## config.mk

```make
export PLATFORM = sky130hd
export DESIGN_NAME = m68k_bus_responder
export DESIGN_NICKNAME = d
export VERILOG_FILES = /design/src/rtl/m68k_bus_pkg.sv /design/src/rtl/bus_sync2.sv /design/src/rtl/m68k_bus_responder.sv
export SDC_FILE = /design/constraint.sdc
export NUM_CORES = 1
export LEC_CHECK = 0
export CORE_AREA = 2 2 162 164
export CTS_CLUSTER_DIAMETER = 100
export DETAILED_ROUTE_END_ITERATION = 8
export DIE_AREA = 0 0 164 166
export GPL_TIMING_DRIVEN = 0
export SLEW_MARGIN = 20
export SYNTH_ARGS = -nofsm -noshare
export SYNTH_HDL_FRONTEND = slang
export SYNTH_SLANG_ARGS = --single-unit
```

## constraint.sdc

```tcl
create_clock -name CLK -period 3.9 [get_ports CLK]
set_clock_uncertainty 0.15 [all_clocks]
set_input_delay 0.39 -clock CLK [delete_from_list [all_inputs] [get_ports CLK]]
set_output_delay 0.39 -clock CLK [all_outputs]
set_load 0.005 [all_outputs]
```

## src/rtl/m68k_bus_pkg.sv

```systemverilog
// rtl/m68k_bus_pkg.sv - shared types and constants for the 68000 bus responder
package m68k_bus_pkg;

    typedef enum logic [2:0] {
        ST_IDLE,
        ST_DECODE,
        ST_WAIT,
        ST_ACK,
        ST_RELEASE,
        ST_WATCH,
        ST_BERR,
        ST_HOLD
    } state_t;

    localparam logic [2:0] FC_IACK = 3'b111;
    localparam logic [2:0] REG_ID  = 3'd4;

endpackage

```

## src/rtl/bus_sync2.sv

```systemverilog
// rtl/bus_sync2.sv - two-flop synchroniser, resets to the bus idle level (all ones)
module bus_sync2 #(
    parameter int WIDTH = 1
) (
    input  logic             clk,
    input  logic             rst,
    input  logic [WIDTH-1:0] d,
    output logic [WIDTH-1:0] q
);

    logic [WIDTH-1:0] meta;

    always_ff @(posedge clk or posedge rst) begin
        if (rst) begin
            meta <= '1;
            q    <= '1;
        end else begin
            meta <= d;
            q    <= meta;
        end
    end

endmodule

```

## src/rtl/m68k_bus_responder.sv

```systemverilog
// rtl/m68k_bus_responder.sv - 68000 bus slave: 16-byte register window, wait-state DTACK, BERR watchdog
module m68k_bus_responder
    import m68k_bus_pkg::*;
#(
    parameter logic [23:0] BASE_ADDR   = 24'hFF0000,
    parameter int          WAIT_STATES = 2,
    parameter int          TIMEOUT     = 64,
    parameter logic [15:0] ID_VALUE    = 16'h68C0
) (
    input  logic        CLK,
    input  logic        RESET,
    input  logic        AS,
    input  logic        UDS,
    input  logic        LDS,
    input  logic        RW,
    input  logic [2:0]  FC,
    input  logic [23:1] A,
    input  logic [15:0] D_IN,
    input  logic        DTACK_IN,
    output logic        DTACK_OUT,
    output logic        DTACK_OE,
    output logic        BERR_OUT,
    output logic        BERR_OE,
    output logic [15:0] D_OUT,
    output logic        D_OE
);

    localparam logic [3:0] WAIT_LOAD = 4'(WAIT_STATES);
    localparam logic [7:0] TO_LAST   = 8'(TIMEOUT - 1);

    logic [4:0] sync_q;
    logic       as_s, uds_s, lds_s, rw_s, dtack_s;

    bus_sync2 #(.WIDTH(5)) u_sync (
        .clk (CLK),
        .rst (RESET),
        .d   ({AS, UDS, LDS, RW, DTACK_IN}),
        .q   (sync_q)
    );

    assign {as_s, uds_s, lds_s, rw_s, dtack_s} = sync_q;

    state_t      state;
    logic [23:1] addr;
    logic [2:0]  fc;
    logic [3:0]  wcnt;
    logic [7:0]  tcnt;
    logic [15:0] regs [0:3];

    logic [2:0]  idx;
    logic        hit;
    logic        enter_ack;
    logic [15:0] read_word;

    assign idx = addr[3:1];
    assign hit = (addr[23:4] == BASE_ADDR[23:4]) && (fc != FC_IACK);

    // ACK is entered either straight from DECODE (no wait states) or from the last WAIT cycle
    always_comb begin
        enter_ack = 1'b0;
        if (!as_s) begin
            if (state == ST_DECODE && hit && WAIT_STATES == 0)
                enter_ack = 1'b1;
            else if (state == ST_WAIT && wcnt <= 4'd1)
                enter_ack = 1'b1;
        end
    end

    always_comb begin
        read_word = 16'h0000;
        if (!idx[2])
            read_word = regs[idx[1:0]];
        else if (idx == REG_ID)
            read_word = ID_VALUE;
    end

    always_ff @(posedge CLK or posedge RESET) begin
        if (RESET) begin
            state     <= ST_IDLE;
            addr      <= '0;
            fc        <= '0;
            wcnt      <= '0;
            tcnt      <= '0;
            DTACK_OUT <= 1'b1;
            DTACK_OE  <= 1'b0;
            BERR_OUT  <= 1'b1;
            BERR_OE   <= 1'b0;
            D_OUT     <= '0;
            D_OE      <= 1'b0;
            for (int i = 0; i < 4; i++)
                regs[i] <= '0;
        end else begin
            case (state)
                ST_IDLE: begin
                    if (!as_s) begin
                        addr  <= A;
                        fc    <= FC;
                        tcnt  <= 8'd1;
                        state <= ST_DECODE;
                    end else begin
                        tcnt <= 8'd0;
                    end
                end
                ST_DECODE: begin
                    if (tcnt != 8'hFF)
                        tcnt <= tcnt + 8'd1;
                    if (as_s)
                        state <= ST_IDLE;
                    else if (!hit)
                        state <= ST_WATCH;
                    else if (enter_ack)
                        state <= ST_ACK;
                    else begin
                        wcnt  <= WAIT_LOAD;
                        state <= ST_WAIT;
                    end
                end
                ST_WAIT: begin
                    if (as_s)
                        state <= ST_IDLE;
                    else if (enter_ack)
                        state <= ST_ACK;
                    else
                        wcnt <= wcnt - 4'd1;
                end
                ST_ACK: begin
                    if (as_s) begin
                        DTACK_OUT <= 1'b1;
                        D_OE      <= 1'b0;
                        state     <= ST_RELEASE;
                    end
                end
                ST_RELEASE: begin
                    DTACK_OE <= 1'b0;
                    // a master that starts the next cycle immediately is picked up here
                    if (!as_s) begin
                        addr  <= A;
                        fc    <= FC;
                        tcnt  <= 8'd1;
                        state <= ST_DECODE;
                    end else begin
                        state <= ST_IDLE;
                    end
                end
                ST_WATCH: begin
                    if (tcnt != 8'hFF)
                        tcnt <= tcnt + 8'd1;
                    if (as_s)
                        state <= ST_IDLE;
                    else if (!dtack_s)
                        state <= ST_HOLD;
                    else if (tcnt >= TO_LAST) begin
                        BERR_OUT <= 1'b0;
                        BERR_OE  <= 1'b1;
                        state    <= ST_BERR;
                    end
                end
                ST_BERR, ST_HOLD: begin
                    if (as_s) begin
                        BERR_OUT <= 1'b1;
                        BERR_OE  <= 1'b0;
                        state    <= ST_IDLE;
                    end
                end
                default: state <= ST_IDLE;
            endcase

            if (enter_ack) begin
                DTACK_OUT <= 1'b0;
                DTACK_OE  <= 1'b1;
                if (rw_s) begin
                    D_OUT <= read_word;
                    D_OE  <= 1'b1;
                end else if (!idx[2]) begin
                    if (!uds_s)
                        regs[idx[1:0]][15:8] <= D_IN[15:8];
                    if (!lds_s)
                        regs[idx[1:0]][7:0] <= D_IN[7:0];
                end
            end
        end
    end

endmodule
```

### Word-level counts from Yosys, hierarchy flattened

Index checks and enable logic that the tools add are counted.

| word-level totals | value |
|---|---|
| register bits after elaboration | 136 |
| input port bits | 49 |
| output and inout bits | 21 |
| logic and storage cells | 133 |

| cells by class | value |
|---|---|
| add/sub/neg operators | 2 |
| magnitude comparators | 4 |
| equality and inequality tests | 26 |
| multiplexer cells | 59 |
| bitwise logic cells | 4 |
| reductions and logical operators | 21 |

Operators by type and width:

| cell | number |
|---|---|
| 64-bit 2-to-1 mux | 5 |
| 64-bit bitwise mux | 2 |
| 16-bit demux with 2-bit select | 2 |
| 16-bit 2-to-1 mux | 4 |
| 16-bit binary-select mux with 2-bit select | 1 |
| 3-bit 2-to-1 mux | 10 |
| 8-bit 2-to-1 mux | 3 |
| 8-bit one-hot mux with 3 select lines | 1 |
| 1-bit 2-to-1 mux | 21 |
| 3-bit one-hot mux with 7 select lines | 1 |
| 20-bit equality test (second input constant) | 1 |
| 4-bit 2-to-1 mux | 5 |
| 2-bit inequality test (second input constant) | 9 |
| 3-bit equality test (second input constant) | 5 |
| 15-bit 2-to-1 mux | 1 |
| 5-bit AND reduction | 2 |
| 2-bit nonzero test | 5 |
| 8-bit by 1-bit adder with 8-bit output (second input constant) | 1 |
| 8-bit by 6-bit greater-or-equal comparator with 1-bit output (second input constant) | 1 |
| 2-bit by 1-bit inequality test with 1-bit output (second input constant) | 4 |
| 8-bit inequality test (second input constant) | 1 |
| 4-bit one-hot mux with 2 select lines | 1 |
| 3-bit by 2-bit equality test with 1-bit output (second input constant) | 2 |
| 2-bit AND reduction | 3 |
| 17 further kinds | 25 |

### Logic depth before layout (Yosys ltp)

| logic depth | value |
|---|---|
| word-level depth | 12 |
| mapped depth | 9 |
| mapped depth without buffers | 7 |

### Modules after synthesis

From an unflattened synthesis, not the netlist that was laid out.

| second synthesis, totals | value |
|---|---|
| cell total of the unflattened synthesis | 455 |
| area, all modules | 6043.3 um^2 |

Modules (own cells, without submodules):

| module | times used | cells an instance | area each (um^2) | seq. area each (um^2) |
|---|---|---|---|---|
| m68k_bus_responder | 1 | 444 | 5776.8 | 3155.5 |
| bus_sync2 | 1 | 11 | 266.5 | 262.8 |

### Least setup slack after synthesis

Ideal clock, no wire load.

| timing path | value |
|---|---|
| path type | register to register |
| from | register state[0] |
| to | register regs[16] (netlist bit) |
| library setup time | 0.125 ns |
| data arrival time | 1.924 ns |
| data required time | 3.625 ns |
| slack | 1.701 ns |
| stages on the path, launching flop included | 8 |
| buffers on the path | 2 |
| clock period less this slack | 2.199 ns |
| cell sequence | dfrtp_1 > buf_4 > nor4b_4 > and3b_1 > buf_4 > nand2_4 > nor4b_4 > mux2_2 |

| between the ends | value |
|---|---|
| longest elaborated chain between the ends | 5 |

Ends and longest elaborated chain:

| element | RTL line | RTL |
|---|---|---|
| start: declaration | m68k_bus_responder.sv:43 | `state_t state;` |
| start signal: assignment | m68k_bus_responder.sv:79 | `state <= ST_IDLE;` |
| start signal: assignment | m68k_bus_responder.sv:99 | `state <= ST_DECODE;` |
| start signal: assignment | m68k_bus_responder.sv:108 | `state <= ST_IDLE;` |
| 3-bit by 2-bit equality test with 1-bit output | m68k_bus_responder.sv:64 | `else if (state == ST_WAIT && wcnt <= 4'd1)` |
| 1-bit logical AND | m68k_bus_responder.sv:64 |  |
| 1-bit 2-to-1 mux | m68k_bus_responder.sv:64 |  |
| 1-bit 2-to-1 mux | m68k_bus_responder.sv:61 | `if (!as_s) begin` |
| 3-bit AND reduction (no source line) | -- |  |
| end signal: indexed assignment | m68k_bus_responder.sv:176 | `regs[idx[1:0]][15:8] <= D_IN[15:8];` |
| end signal: indexed assignment | m68k_bus_responder.sv:178 | `regs[idx[1:0]][7:0] <= D_IN[7:0];` |
| end: declaration | m68k_bus_responder.sv:48 | `logic [15:0] regs [0:3];` |

No other way between the ends.
A chain may end at the register's enable or synchronous reset.

### Worst setup path after layout

| timing path | value |
|---|---|
| from | register addr[3] (netlist bit) |
| to | register regs[38] (netlist bit) |

| between the ends | value |
|---|---|
| longest elaborated chain between the ends | 2 |

Ends and longest elaborated chain:

| element | RTL line | RTL |
|---|---|---|
| start: declaration | m68k_bus_responder.sv:44 | `logic [23:1] addr;` |
| start signal: assignment | m68k_bus_responder.sv:80 | `addr <= '0;` |
| start signal: assignment | m68k_bus_responder.sv:96 | `addr <= A;` |
| start signal: assignment | m68k_bus_responder.sv:137 | `addr <= A;` |
| 1-bit NOT (no source line) | -- |  |
| 3-bit AND reduction (no source line) | -- |  |

No other way between the ends.

==> results.md <==
- Status: complete, no violations
- Syn_nets: 500
- Total CTS buffers: 17
- Initial antenna violation count: 3
- Slew Viols, Final: 0
- CP endpoint kind: flip-flop
- # rows: around 60
- Final min period: approximately 2.6 ns
- Maximum VDD drop: between 0.0003 and 0.0004 V
- Antenna viol nets, final: 0
- Kind of critical path: reg -> reg
- Total setup buffers inserted after CTS: 0
- Cts hold-fix bufs: 0
- Worst path cell trace: buf_2 > nor2_1 > and4b_1 > nand2_1 > nor3_2 > mux2_2
- N_diodes: 0
- Finished Cell Area: approximately 8000 sq um
- Placer Congestion: between 0.7 and 0.8
- Fillers: roughly 2600
- Clock sink count: about 140
- Overall global routing resource usage: 10.7%
- CP peak stage delay: 0.66 ns
- RSZ-0062 raised after global routing: false
- Commonest register cell after synthesis: dfrtp_1
- Hold Crit Class: in -> async
- Max Cap Viol: 0
- DRC: 0
- Synth Register Bits: between 100 and 150
- 1st-pass router iterations: 4
- DP HPWL: approximately 9900 um
- CP max-delay cell: nor3_2
- Slew margin rel.: 46.4%
- Buffers on Ports: just under 70
- Die footprint: 27200 sq um
- Core Area: about 26000 sq um
- Synth Instances: ~450
- Post-synth EDFFs: 0
- Worst EP required: 4.06 ns
- Cell leakage power: about 0.0033 uW
- CP Launch Type: flip-flop
- CTS Buffer Depth: 2
- Placed standard-cell area: roughly 7300 sq um
- Via density: between 4 and 5
- Total number of vias: 3901
- Worst Setup SP: addr[3]$_DFFE_PP0P_
- DRT iter0 DRCs: 234
- Die height: 166 um
- Async set-reset flop share out of synthesis: between 90% and 100%
- Worst R2R Start: addr[3]$_DFFE_PP0P_
- Clock slew seen by the registers of the worst setup and hold paths: 0.06 ns
- Die X: between 150 and 200 um
- Library cells used by synthesis: 53
- Clk root buf: clkbuf_16
- TritonCTS clock tree: yes
- Fin crit share: 66.6%
- Fmax: between 300 and 400 MHz
- Worst slew pin tran: around 0.8 ns
- Final setup viols: 0
- R2r setup slk: ~1.3 ns
- First-pass GRT wire length: roughly 23000 um
- Final net count: between 500 and 600
- Post-synthesis sequential area ratio: between 50 and 60%
- Avg WL per Cell: approximately 15 um
- Vias in the first global route: roughly 4100
- Arrival @ worst endpoint: 2.75 ns
- Largest net degree at the start of global routing: 34
- PostCTS Resize Cnt: 0
- Syn_area_per_cell: approximately 13 sq um
- Pwr/cell area: between 500 and 600 nW/um^2
- Syn Std Cell Area: 6040 sq um
- Share of cells above drive strength 1: between 30 and 40%
- Critical Path Fanout Max: 9
- Yosys warnings: 0
- H-tree Lvls: 4
- Fin. Hold Viols: 0
- Setup TNS: 0 ns
- Initial Util: roughly a quarter
- Grt ovf: 0
- WL final: between 10000 and 15000 um
- Area grow syn2layout: 29.9%
- Clk_lat worst skew: ~0.43 ns
- I/O pin count: 70
==> flip-flops by register name, indices dropped and copies added (netlist names) <==
| register | cells |
|---|---|
| regs | 64 |
| addr | 23 |
| D_OUT | 16 |
| tcnt | 8 |
| u_sync.meta | 5 |
| u_sync.q | 5 |
| wcnt | 4 |
| fc | 3 |
| state | 3 |
| BERR_OE | 1 |
| BERR_OUT | 1 |
| DTACK_OE | 1 |
| DTACK_OUT | 1 |
| D_OE | 1 |
==> placed cells by master, fill, tap and decap left out, drive strengths merged, types with 14 or more instances in the layout <==
cell type,count
mux2,92
nor2,23
nand3,20
clkbuf,28
o21ai,23
mux4,16
nand2,37
dfrtp,124
inv,14
clkdlybuf4s50,69
==> critical path, delay by kind of cell (launching register included) <==
family	cells	cell delay, ns
buffers and inverters	1	0.20
flip-flops	1	0.35
multiplexers	1	0.41
AND/OR/NAND/NOR	4	1.36
==> Yosys cell counts (4+ instances only) <==
| cell type | instances | area share (%) |
|---|---|---|
| dfrtp_1 | 124 | 51 |
| mux2_2 | 92 | 17 |
| nand2_1 | 36 | 2.2 |
| o21ai_0 | 23 | 1.9 |
| nor2_1 | 21 | 1.3 |
| nand3_1 | 20 | 1.7 |
| mux4_2 | 16 | 6.0 |
| dfstp_2 | 12 | 5.2 |
| clkbuf_1 | 11 | 0.68 |
| mux2i_1 | 8 | 1.3 |
| inv_1 | 6 | 0.37 |
| nand2b_1 | 6 | 0.62 |
| a21oi_1 | 4 | 0.33 |
| buf_2 | 4 | 0.33 |
| or4_1 | 4 | 0.50 |
==> report_power, final <==
part / internal, uW / switching (uW)
sequential: 1650 / 143
combinational: 575 / 580
clock: 904 / 694
total: 3130 / 1420
==> cell type report <==
cell class	count	area, sq um	area share, %
inverter	6	26.3	0.335
clock inverter	15	158	2.01
buffer	18	80.1	1.02
timing repair buffer	74	798	10.2
tap	335	419	5.34
multi-input combinational	288	2520	32.1
sequential	136	3420	43.6
clock buffer	17	425	5.42
==> metal layers <==
metal  GRT usage, %  wire length (um)  vias to the layer above
met5              0                34                        -
met4           3.89               233                        6
met3           3.20               706                       26
met2           16.1              6230                       75
met1           14.7              6490                     1972
li1               -                 -                     1822
==> worst paths after layout <==
| path | endpoint | cells past startpoint |
|---|---|---|
| worst min register to register | u_sync.q[3]$_DFF_PP1_ | 0 |
| worst min-delay path | addr[10]$_DFFE_PP0P_ | 2 |
| worst max register to register | regs[38]$_DFFE_PP0P_ | 6 |
| min in group CLK | u_sync.q[3]$_DFF_PP1_ | 0 |
| max in group asynchronous | u_sync.q[1]$_DFF_PP1_ | 5 |
| worst max-delay path | regs[38]$_DFFE_PP0P_ | 6 |
==> cell families after synthesis <==
logic type      Yosys count  share of synthesized area [%]
compound gates           42                           4.31
xor+xnor                  3                          0.435
mux                     116                           24.4
flops                   136                           56.6
simple gates            123                           11.8
fa+ha+maj                 4                          0.787
buf+inv                  24                           1.70
==> stage by stage <==
step           hold WS [ns]  cells  power, uW  worst slack (ns)  util, %
6_report             0.0770    889       4550              1.30     30.6
5_1_grt              0.0825    889       4830              1.11     30.6
4_1_cts              0.0654    889       4620              1.23     30.6
3_5_place_dp          0.199    857       3000              1.25     28.4
3_3_place_gp          0.196    852       2970             0.299     27.9
2_1_floorplan         0.195    448       2620              1.68        -
No activity file was read; power rests on OpenSTA's default activity.
